[src/rtl/lsu_mem_ctrl.sv]
// lsu_mem_ctrl - load/store unit for the memory stage.
//
// Takes one load/store command at a time from the core over a valid/ready
// handshake. It issues word-aligned memory beats with byte enables and
// lane-shifted write data. Loads return the addressed byte, halfword or word,
// sign- or zero-extended according to funct3.
//
// Build option: LSU_MISALIGN_EN
//   defined   - an access that crosses a word boundary is split into two beats
//   undefined - an access that is not naturally aligned is answered with
//               rsp_err and makes no memory access
//
// Ports
//   clk, rst_n                          clock, asynchronous active-low reset
//   req_valid/req_ready                 command handshake (ready only in IDLE)
//   req_we, req_funct3                  store flag and RV32I access size/sign
//   req_addr, req_wdata                 byte address, right-aligned store data
//   rsp_valid, rsp_rdata, rsp_err       one-cycle completion, load data, error
//   mem_req, mem_we, mem_addr           memory beat request (word aligned)
//   mem_be, mem_wdata                   byte enables, lane-shifted write data
//   mem_ack, mem_rdata                  beat accepted, read word in ack cycle
module lsu_mem_ctrl #(
  parameter int ADDR_WIDTH = 32,
  parameter int DATA_WIDTH = 32
) (
  input  logic                  clk,
  input  logic                  rst_n,
  input  logic                  req_valid,
  output logic                  req_ready,
  input  logic                  req_we,
  input  logic [2:0]            req_funct3,
  input  logic [ADDR_WIDTH-1:0] req_addr,
  input  logic [DATA_WIDTH-1:0] req_wdata,
  output logic                  rsp_valid,
  output logic [DATA_WIDTH-1:0] rsp_rdata,
  output logic                  rsp_err,
  output logic                  mem_req,
  output logic                  mem_we,
  output logic [ADDR_WIDTH-1:0] mem_addr,
  output logic [3:0]            mem_be,
  output logic [DATA_WIDTH-1:0] mem_wdata,
  input  logic                  mem_ack,
  input  logic [DATA_WIDTH-1:0] mem_rdata
);

`ifdef LSU_MISALIGN_EN
  localparam bit SPLIT_EN = 1'b1;
`else
  localparam bit SPLIT_EN = 1'b0;
`endif

  typedef enum logic [1:0] {IDLE, ACC0, ACC1, RESP} state_t;

  state_t                  state, state_nxt;
  logic                    we_q;
  logic [2:0]              f3_q;
  logic [ADDR_WIDTH-1:0]   addr_q;
  logic [DATA_WIDTH-1:0]   wdata_q;
  logic                    err_q;
  logic [DATA_WIDTH-1:0]   lo_q, hi_q;

  // Legal funct3 for the direction; with splitting disabled, any access that
  // is not naturally aligned is also rejected.
  function automatic logic cmd_legal(input logic we, input logic [2:0] f3,
                                     input logic [1:0] off);
    logic ok;
    logic misalign;
    case (f3)
      3'b000, 3'b001, 3'b010: ok = 1'b1;
      3'b100, 3'b101:         ok = !we;
      default:                ok = 1'b0;
    endcase
    misalign = ((f3[1:0] == 2'b01) && off[0]) ||
               ((f3[1:0] == 2'b10) && (off != 2'b00));
    return ok && (SPLIT_EN || !misalign);
  endfunction

  function automatic logic [31:0] load_ext(input logic [2:0] f3,
                                           input logic [31:0] w);
    logic [31:0] r;
    case (f3)
      3'b000:  r = {{24{w[7]}}, w[7:0]};
      3'b001:  r = {{16{w[15]}}, w[15:0]};
      3'b010:  r = w;
      3'b100:  r = {24'b0, w[7:0]};
      3'b101:  r = {16'b0, w[15:0]};
      default: r = 32'b0;
    endcase
    return r;
  endfunction

  logic                    req_legal;
  logic [1:0]              off;
  logic [4:0]              sh;
  logic [3:0]              size_mask;
  logic [7:0]              ben;
  logic [2*DATA_WIDTH-1:0] wide_w;
  logic [DATA_WIDTH-1:0]   load_word;
  logic [ADDR_WIDTH-1:0]   base_addr, next_addr;

  assign req_legal = cmd_legal(req_we, req_funct3, req_addr[1:0]);
  assign off       = addr_q[1:0];
  assign sh        = {off, 3'b000};

  always_comb begin
    case (f3_q[1:0])
      2'b00:   size_mask = 4'b0001;
      2'b01:   size_mask = 4'b0011;
      default: size_mask = 4'b1111;
    endcase
  end

  // Enables and data span two words; the upper half belongs to the second beat.
  assign ben       = {4'b0000, size_mask} << off;
  assign wide_w    = {{DATA_WIDTH{1'b0}}, wdata_q} << sh;
  assign load_word = DATA_WIDTH'({hi_q, lo_q} >> sh);
  assign base_addr = {addr_q[ADDR_WIDTH-1:2], 2'b00};
  assign next_addr = base_addr + ADDR_WIDTH'(4);

  // Stage boundary: command latch, beat read buffers and FSM state.
  always_ff @(posedge clk or negedge rst_n) begin
    if (!rst_n) begin
      state   <= IDLE;
      we_q    <= 1'b0;
      f3_q    <= 3'b000;
      addr_q  <= '0;
      wdata_q <= '0;
      err_q   <= 1'b0;
      lo_q    <= '0;
      hi_q    <= '0;
    end else begin
      state <= state_nxt;
      if (state == IDLE && req_valid) begin
        we_q    <= req_we;
        f3_q    <= req_funct3;
        addr_q  <= req_addr;
        wdata_q <= req_wdata;
        err_q   <= !req_legal;
        lo_q    <= '0;
        hi_q    <= '0;
      end
      if (state == ACC0 && mem_ack) lo_q <= mem_rdata;
      if (state == ACC1 && mem_ack) hi_q <= mem_rdata;
    end
  end

  always_comb begin
    state_nxt = state;
    req_ready = 1'b0;
    rsp_valid = 1'b0;
    rsp_rdata = '0;
    rsp_err   = 1'b0;
    mem_req   = 1'b0;
    mem_we    = 1'b0;
    mem_addr  = '0;
    mem_be    = 4'b0000;
    mem_wdata = '0;
    case (state)
      IDLE: begin
        req_ready = 1'b1;
        if (req_valid) state_nxt = req_legal ? ACC0 : RESP;
      end
      ACC0: begin
        mem_req   = 1'b1;
        mem_we    = we_q;
        mem_addr  = base_addr;
        mem_be    = ben[3:0];
        mem_wdata = wide_w[DATA_WIDTH-1:0];
        if (mem_ack) state_nxt = (ben[7:4] != 4'b0000) ? ACC1 : RESP;
      end
      ACC1: begin
        mem_req   = 1'b1;
        mem_we    = we_q;
        mem_addr  = next_addr;
        mem_be    = ben[7:4];
        mem_wdata = wide_w[2*DATA_WIDTH-1:DATA_WIDTH];
        if (mem_ack) state_nxt = RESP;
      end
      RESP: begin
        rsp_valid = 1'b1;
        rsp_err   = err_q;
        if (!we_q && !err_q) rsp_rdata = load_ext(f3_q, load_word);
        state_nxt = IDLE;
      end
      default: state_nxt = IDLE;
    endcase
  end

endmodule

[config.mk]
export PLATFORM = sky130hd
export DESIGN_NAME = lsu_mem_ctrl
export DESIGN_NICKNAME = d
export VERILOG_FILES = /design/src/rtl/lsu_mem_ctrl.sv
export SDC_FILE = /design/constraint.sdc
export NUM_CORES = 1
export LEC_CHECK = 0
export ABC_CLOCK_PERIOD_IN_PS = 2400
export CAP_MARGIN = 20
export CELL_PAD_IN_SITES_DETAIL_PLACEMENT = 0
export CELL_PAD_IN_SITES_GLOBAL_PLACEMENT = 1
export CORE_ASPECT_RATIO = 2
export CORE_MARGIN = 1
export CORE_UTILIZATION = 38
export DETAILED_ROUTE_END_ITERATION = 8
export GPL_TIMING_DRIVEN = 0
export HOLD_SLACK_MARGIN = 0.03
export PLACE_DENSITY = 0.83
export SKIP_LAST_GASP = 1
export SLEW_MARGIN = 30
export SYNTH_ARGS = -nofsm -noshare
export SYNTH_HDL_FRONTEND = slang
export SYNTH_SLANG_ARGS = --single-unit
[constraint.sdc]
create_clock -name clk -period 2.4 [get_ports clk]
set_clock_uncertainty 0.15 [all_clocks]
set_input_delay 0.36 -clock clk [delete_from_list [all_inputs] [get_ports clk]]
set_output_delay 0.36 -clock clk [all_outputs]
set_load 0.1 [all_outputs]
==> metrics.yaml <==
status:
  status: "complete, but fails checks"
  failed_checks: "setup timing"
placed_design:
  gp_congestion: 0.8722
  hpwl_mm: 22.42
  io_buffers: 206
  placed_cells: 1203
worst_setup_path:
  end_kind: "output port"
  critPathBufInv: 2
  r2r-end: "lo_q[16]"
  crit_family: "simple AND/OR/NAND/NOR gates"
  arrival_ns: 2.52
  slowest_stage: "dfrtp_1"
  r2r-start: "state[1]"
  cp-start-kind: "register"
  crit_chain: "and3_4, nand4_1, buf_6, nor4b_2, a211o_4, buf_12"
  crit_fanout: 7
  worst_path_largest_cell_delay_ns: 0.51
  reg2regPathDepth: 7
  r2r_slack_ns: 0.01
  path_class: "reg2out"
  worst_ep_required_time_ns: 1.89
yosys:
  avgSynthCellArea_um2: 10.69
  netlist_instances: 731
  yosys.area.top_type: "dfrtp_1"
  seq_area_frac_synth_pct: 40.69
  synth-seq-cells: 127
  synth_top_cell_area_share_pct: 40.69
  ys_types: 53
  synthArstFlopShare_pct: 100.0
  synth_edf_count: 0
  synth_commonest_cells: "dfrtp_1 (127), mux2_2 (75), a22o_1 (62)"
  ys.flop_type: "dfrtp_1"
  yosysWarnings: 0
  yosysMostFrequentCell: "dfrtp_1"
  netlist_area_mm2: 0.007811
  synthTopCellsByArea: "dfrtp_1 (41%), mux2_2 (11%), mux4_2 (8.9%)"
hold_path:
  hp-class: "in2async"
global_route:
  grt_use_total_pct: 31.27
  overflow: 0
  grt_pass1_vias: 8323
  grt_pass1_wl_mm: 47.60
  grt_max_degree: 82
  antenna_found_initial: 0
timing:
  tightestPinTransition_ns: 0.7251
  hold_viol: 0
  rsz0062_at_grt: "yes"
  fmax_mhz: 329.8
  setup_viol: 97
  setup_ws_ns: -0.6317
  slew_viol_final: 0
  fin_setup_tns_ns: -39.88
  max_slew_margin_pct: 51.66
  period_share_pct: 126.3
  period_needed_ns: 3.032
drt:
  drtIter0Drc: 445
  totalWireLength_mm: 36.46
  viasPerCell: 6.142
  postRouteAntennaNets: 0
  wl_per_cell_um: 27.19
  vias: 8236
  dr.pass1.iters: 5
  drc: 0
cells_and_area:
  area_growth_pct: 95.48
  nets: 1177
  final_cells: 1341
  utilization_pct: 76.34
  drive_above_1_share_pct: 60.33
  fill_cells: 1187
  n_antenna_cell: 0
floorplan:
  fp.dieArea_mm2: 0.02117
  row_count: 73
  core-area_mm2: 0.02000
  fp.dieH_um: 204.8
  initial_core_util_pct: 39.05
  die_w_um: 103.4
  io_pins: 209
clock_network:
  clk_latency_ns: 0.42
  cts_buffers: 17
  htreeDepth: 4
  max-clock-path-buffers: 2
  cts_tree: "built"
  cts.clk_slew.worst_paths_ns: 0.06
  clock-sinks: 127
  cts_root_buf: "clkbuf_16"
flow_run:
  maxCapViolCount: 0
-- cells in the final DEF, fill, tap and decap left out, types with 20 or more instances in the layout --
cell type        count
dfrtp_1            107
a22o_1              60
buf_12             110
clkbuf_16           28
buf_6               42
mux2_2              75
o21ai_4             33
nand2_1             31
dfrtp_2             20
buf_4               72
mux4_2              31
clkdlybuf4s50_1    102
-- per-layer routing --
layer	up-vias	wire, um	GRT usage [%]
met3	180	2110	5.595
met2	425	19430	56.24
met1	4154	11660	30.96
met4	0	3266	22.84
met5	-	0	0
li1	3477	-	-
-- how the worst max path moves through the flow --
stage / cells after the start / startpoint / end / slack, ns
6_report: 6 / addr_q[14] / mem_addr[26] / -0.63
5_1_grt: 9 / f3_q[1] / rsp_rdata[23] / -0.63
4_1_cts: 8 / addr_q[0] / rsp_rdata[23] / -0.52
3_5_place_dp: 8 / state[1] / mem_wdata[24] / -1.42
3_3_place_gp: 1 / rst_n / wdata_q[13] / -4.36
2_1_floorplan: 7 / state[0] / mem_addr[23] / -0.34
-- metrics by stage --
stage | setup slack [ns] | hold slack, ns | instance area (um2)
floorplan | -0.3449 | -0.08559 | 8803
global placement | -4.357 | 0.3276 | 11190
detailed placement | -1.421 | 0.1233 | 11240
CTS | -0.5185 | 0.2766 | 13730
global route | -0.6312 | 0.3012 | 15270
finish | -0.6317 | 0.2668 | 15270
-- kinds of logic (layout without fill, tap and decap cells) --
logic type / after synthesis / in the layout / share of synthesized area (%)
buffers and inverters: 89 / 435 / 4.918
adders and majority gates: 5 / 5 / 0.8009
other: 1 / 2 / 0.04801
muxes: 132 / 132 / 23.08
DFF: 127 / 127 / 40.69
AOI/OAI and AO/OA: 217 / 217 / 19.67
and+or+nand+nor: 160 / 161 / 10.80
-- final cells by class --
type | instances | area [um2] | area share (%)
multi-input combinational | 517 | 6112 | 40.03
timing repair buffer | 323 | 4223 | 27.65
sequential | 127 | 3203 | 20.98
buffer | 58 | 688.2 | 4.507
clock buffer | 24 | 501.7 | 3.286
tap | 262 | 327.8 | 2.147
inverter | 24 | 108.9 | 0.7129
clock inverter | 6 | 105.1 | 0.6883
-- flip-flops by register name (all words and copies together) (netlist names) --
name	flops
addr_q	32
lo_q	32
wdata_q	32
hi_q	24
f3_q	3
state	2
err_q	1
we_q	1
-- timing repair --
item / in CTS / in global routing
pin swaps: 22 / 78
buffers inserted: 48 / 59
hold endpoints to repair: 46 / 0
endpoints found under the setup margin: 153 / 127
gates resized for setup: 1027 / 239
cloned: 3 / 9
hold buffers: 1 / 0
Power is left out: the tool's default activity adds up to more than one toggle a clock period on the data nets, which glitch-free logic cannot reach.
